<file path="config.mk">
export PLATFORM = sky130hd
export DESIGN_NAME = lpf_ser
export DESIGN_NICKNAME = d
export VERILOG_FILES = /design/src/rtl/lpf_ser_pkg.sv /design/src/rtl/lpf_ser_div.sv /design/src/rtl/lpf_ser.sv
export SDC_FILE = /design/constraint.sdc
export NUM_CORES = 1
export LEC_CHECK = 0
export CORE_UTILIZATION = 55
export DETAILED_ROUTE_END_ITERATION = 10
export PLACE_DENSITY = 0.76
export SLEW_MARGIN = 20
export SYNTH_ARGS = -nofsm -noshare
export SYNTH_HDL_FRONTEND = slang
export SYNTH_SLANG_ARGS = --single-unit
</file>
<file path="constraint.sdc">
create_clock -name clk -period 4.3 [get_ports clk]
set_clock_uncertainty 0.15 [all_clocks]
set_input_delay 1.075 -clock clk [delete_from_list [all_inputs] [get_ports clk]]
set_output_delay 1.075 -clock clk [all_outputs]
set_load 0.03 [all_outputs]
</file>
<file path="src/rtl/lpf_ser_pkg.sv">
// Shared constants and state encoding for the LPF serial programming stage.
package lpf_ser_pkg;

  localparam int unsigned FrameW = 9;
  localparam int unsigned DivW   = 8;
  localparam int unsigned CntW   = 4;

  typedef enum logic [1:0] {
    StIdle,
    StShift,
    StLatch
  } state_e;

endpackage

</file>
<file path="src/rtl/lpf_ser_div.sv">
// Half-period counter: pulses tick for one cycle at the end of each CLK_DIV-cycle phase.
module lpf_ser_div
  import lpf_ser_pkg::*;
#(
  parameter int unsigned ClkDiv = 4
) (
  input  logic clk,
  input  logic rst,
  input  logic clr,
  input  logic en,
  output logic tick
);

  logic [DivW-1:0] divcnt_q;

  assign tick = en && (divcnt_q == DivW'(ClkDiv - 1));

  always_ff @(posedge clk or posedge rst) begin
    if (rst) begin
      divcnt_q <= '0;
    end else if (clr || tick) begin
      divcnt_q <= '0;
    end else if (en) begin
      divcnt_q <= divcnt_q + DivW'(1);
    end
  end

endmodule

</file>
<file path="src/rtl/lpf_ser.sv">
// Ships {pd, fc} to the analog LPF macro over a 3-wire serial bus whenever it
// differs from the last value sent, plus one forced frame after every reset.
module lpf_ser
  import lpf_ser_pkg::*;
#(
  parameter int unsigned CLK_DIV = 4
) (
  input  logic       clk,
  input  logic       rst,
  input  logic       pd,
  input  logic [7:0] fc,
  output logic       ser_clk,
  output logic       ser_data,
  output logic       ser_le,
  output logic       busy
);

  state_e            state_q;
  logic [FrameW-1:0] shadow_q;
  logic [FrameW-1:0] shreg_q;
  logic [CntW-1:0]   bitcnt_q;
  logic              phase_q;
  logic              init_pend_q;
  logic              le_q;
  logic              busy_q;

  logic [FrameW-1:0] frame;
  logic              start;
  logic              tick;

  assign frame = {pd, fc};
  assign start = (state_q == StIdle) && (init_pend_q || (frame != shadow_q));

  lpf_ser_div #(
    .ClkDiv (CLK_DIV)
  ) u_div (
    .clk  (clk),
    .rst  (rst),
    .clr  (start),
    .en   (busy_q),
    .tick (tick)
  );

  // shreg is all zeros outside SHIFT (reset, or fully shifted out), so its MSB
  // doubles as the registered data output.
  assign ser_data = shreg_q[FrameW-1];
  assign ser_clk  = phase_q;
  assign ser_le   = le_q;
  assign busy     = busy_q;

  always_ff @(posedge clk or posedge rst) begin
    if (rst) begin
      state_q     <= StIdle;
      shadow_q    <= '0;
      shreg_q     <= '0;
      bitcnt_q    <= '0;
      phase_q     <= 1'b0;
      init_pend_q <= 1'b1;
      le_q        <= 1'b0;
      busy_q      <= 1'b0;
    end else begin
      unique case (state_q)
        StIdle: begin
          if (start) begin
            shreg_q     <= frame;
            shadow_q    <= frame;
            init_pend_q <= 1'b0;
            bitcnt_q    <= '0;
            phase_q     <= 1'b0;
            busy_q      <= 1'b1;
            state_q     <= StShift;
          end
        end
        StShift: begin
          if (tick) begin
            if (!phase_q) begin
              phase_q <= 1'b1;
            end else begin
              phase_q <= 1'b0;
              shreg_q <= {shreg_q[FrameW-2:0], 1'b0};
              if (bitcnt_q == CntW'(FrameW - 1)) begin
                le_q    <= 1'b1;
                state_q <= StLatch;
              end else begin
                bitcnt_q <= bitcnt_q + CntW'(1);
              end
            end
          end
        end
        StLatch: begin
          if (tick) begin
            le_q    <= 1'b0;
            busy_q  <= 1'b0;
            state_q <= StIdle;
          end
        end
        default: state_q <= StIdle;
      endcase
    end
  end

endmodule

</file>
==> metrics.log <==
INFO  metric clockBufferDepth = 2
INFO  metric synthSimpleGateAreaFrac = 0.1858
INFO  metric synth_compound_area_frac = 0.1267
INFO  metric multi_input_comb_area = 888.4 um2
INFO  metric worst_path_maximum_fanout = 10
INFO  metric synth_top_family_by_area = simple AND/OR/NAND/NOR gates
INFO  metric wirelength = 3509 um
INFO  metric number_of_buffers_inserted_during_clock_tree_synthesis = 5
INFO  metric postLayoutSetupSlackWorst = 1337 ps
INFO  metric synth_async_sr_flop_share = 1.000
INFO  metric final_nets = 194
INFO  metric floorplan.die.height = 60.55 um
INFO  metric worst_skew_pair.late_latency = 350 ps
INFO  metric cts_hold_fix_bufs = 0
INFO  metric chipWidth = 60.55 um
INFO  metric detail_route.vias_per_cell = 5.818
INFO  metric number_of_synthesized_flops_with_an_enable_pin = 0
INFO  metric grt_first_pass_wirelength = 5927 um
INFO  metric cts_resized = 0
INFO  metric cts.root.buffer_cell = sky130_fd_sc_hd__clkbuf_4
INFO  metric setup_repair_after_global_routing_missed_its_margin = false
INFO  metric worst_setup_path_start_kind = input port
INFO  metric yosys.area_share.xor_xnor = 0.07432
INFO  metric grt_max_degree = 37
INFO  metric ant_nets = 0
INFO  metric outcome = finished clean
INFO  metric clkTransAtPathRegs = 110 ps
INFO  metric route.vias.total = 1309
INFO  metric std_cell_rows = 20
INFO  metric grt_pass1_vias = 1278
INFO  metric synth-seq-cells = 36
INFO  metric timing.critical_path.required = 4390 ps
INFO  metric endpoint_kind = flop
INFO  metric dpl.hpwl = 2462 um
INFO  metric cts_tree = yes
INFO  metric synth_unique_cells = 46
INFO  metric drc_errors = 0
INFO  metric setup_total_negative_slack = 0 ps
INFO  metric hold_violations = 0
INFO  metric num-fill-cells = 261
INFO  metric share_of_synthesized_cell_area_in_full_adder_half_adder_and_majority_cells = 0.01991
INFO  metric io-pin-count = 15
INFO  metric die_area = 3666 um2
INFO  metric cts.htree.levels = 2
INFO  metric critical_path_arrival = 3050 ps
INFO  metric clock-sinks = 36
INFO  metric crit_type = input port to flop
INFO  metric synthesis.nets = 180
INFO  metric detail_route.first_pass.iterations = 4
INFO  metric fin_crit_sh = 0.6891
INFO  metric yosys_most_used_dff = sky130_fd_sc_hd__dfrtp_1
INFO  metric leakage_power_figure = 0.8687 nW
INFO  metric dpl_worst_slack = 971.4 ps
INFO  metric totalPowerFinal = 1.034 mW
INFO  metric synth.cell_area = 1886 um2
INFO  metric holdCritPathClass = flop to flop
INFO  metric sequential_share_of_the_synthesized_area = 0.4784
INFO  metric syn_avg_cell_area = 11.36 um2
INFO  metric synth.yosys.warnings = 0
INFO  metric max_freq = 337.5 MHz
INFO  metric grt_usage = 0.2280
INFO  metric timing.slew.headroom = 0.3872
INFO  metric fin_crit = 2963 ps
INFO  metric tightestPinTransition = 915.8 ps
INFO  metric drt_iter0_drc = 47
INFO  metric initial_antenna_violation_count = 0
INFO  metric insertedDiodeCount = 0
INFO  metric post_drt_wl_per_cell = 15.60 um
INFO  metric core = 3153 um2
INFO  metric initial_utilization = 0.5980
INFO  metric final-seq-area = 902.1 um2
INFO  metric buffer_ports.inserted = 14
INFO  metric postSynthCellCount = 166
INFO  metric vdd_drop_max = 293.1 uV
INFO  metric post_cts_buffers = 0
INFO  metric yosys-mux-area-fraction = 0.06437
INFO  metric endpoints_failing_setup = 0
INFO  metric routabilityCongestion = 0.9166
INFO  metric drive_gt1_frac = 0.1713
INFO  metric max_cap_viol_count = 0
INFO  metric synth_to_layout_area_growth = 12.28%
INFO  metric cellPowerDensity = 488.3 nW/um2
INFO  metric grt.overflow.total = 0
INFO  metric finalMaxSlewViolations = 0
==> worst paths after layout <==
kind	start	to	slack, ps	cells after the start
worst max-delay path	fc[5]	shreg_q[5]	1340	7
worst min-delay path	init_pend_q	init_pend_q	340	1
max in group asynchronous	rst	init_pend_q	2680	3
worst max register to register	u_div.divcnt_q[2]	shreg_q[1]	2050	4
min in group asynchronous	rst	u_div.divcnt_q[3]	970	3
worst min register to register	init_pend_q	init_pend_q	340	1
==> layout by cell type (no fill, tap or decap), drive strengths merged, types with 6 or more instances in the layout <==
cell type | synthesis | final
or3 | 8 | 8
nor2 | 15 | 15
mux2 | 9 | 9
o221a | 8 | 8
a21oi | 6 | 6
xor2 | 13 | 13
clkdlybuf4s50 | 0 | 14
nand2 | 6 | 6
dfrtp | 35 | 35
==> per-stage QoR <==
step             util  hold slack (ps)  instances  cell area [um2]
5_1_grt        0.6714            354.3        225             2117
4_1_cts        0.6714            344.6        225             2117
3_5_place_dp   0.6460            323.6        217             2037
3_3_place_gp   0.6460            325.9        217             2037
2_1_floorplan       -            315.9        166             1886
6_report       0.6714            342.9        225             2117
==> final cells by class <==
cell class / count / share of cell area
Timing Repair Buffer: 16 / 0.07329
Clock buffer: 5 / 0.01773
Multi-Input combinational cell: 115 / 0.4196
Tap cell: 44 / 0.02600
Clock inverter: 3 / 0.02009
Inverter: 6 / 0.01714
Sequential cell: 36 / 0.4261
==> worst max-delay path, cell delays in order <==
cell,delay (ps)
sky130_fd_sc_hd__clkdlybuf4s50_1,450
sky130_fd_sc_hd__xor2_1,170
sky130_fd_sc_hd__nor4_2,400
sky130_fd_sc_hd__a311oi_1,230
sky130_fd_sc_hd__buf_4,210
sky130_fd_sc_hd__or3_2,400
sky130_fd_sc_hd__o221a_1,120
==> synthesized netlist by cell type (4+ instances only) <==
library cell	instances	area, um2
sky130_fd_sc_hd__nand4_1	4	25.02
sky130_fd_sc_hd__xor2_1	13	113.9
sky130_fd_sc_hd__o221a_1	8	90.09
sky130_fd_sc_hd__mux2_2	9	101.4
sky130_fd_sc_hd__nand2_1	5	18.77
sky130_fd_sc_hd__a21oi_1	6	30.03
sky130_fd_sc_hd__inv_1	5	18.77
sky130_fd_sc_hd__dfrtp_1	35	875.8
sky130_fd_sc_hd__or3_1	7	43.79
sky130_fd_sc_hd__nand3_1	4	20.02
sky130_fd_sc_hd__nor2_1	14	52.55
sky130_fd_sc_hd__o21ai_0	4	20.02
==> flip-flops by register name, summed over array words and instances (netlist names) <==
signal          count
init_pend_q         1
shreg_q             9
state_q             2
ser_clk             1
u_div.divcnt_q      8
ser_le              1
shadow_q            9
busy                1
bitcnt_q            4
==> power by group <==
group          total, mW  switching [mW]  internal, mW
Combinational      0.279           0.130         0.149
Sequential         0.517          0.0925         0.425
Clock              0.237           0.116         0.121
==> metal layers <==
metal,GRT usage,vias up,share of wire
li1,-,637,-
met1,0.2953,644,0.46
met2,0.3548,22,0.49
met3,0.07036,6,0.034
met4,0.1006,0,0.016
met5,0,-,0
==> kinds of logic after synthesis <==
group	Yosys count
mux	11
fa+ha+maj	3
simple gates	54
flops	36
compound gates	31
xor+xnor	16
buf+inv	15
(Power assumes the default switching activity.)
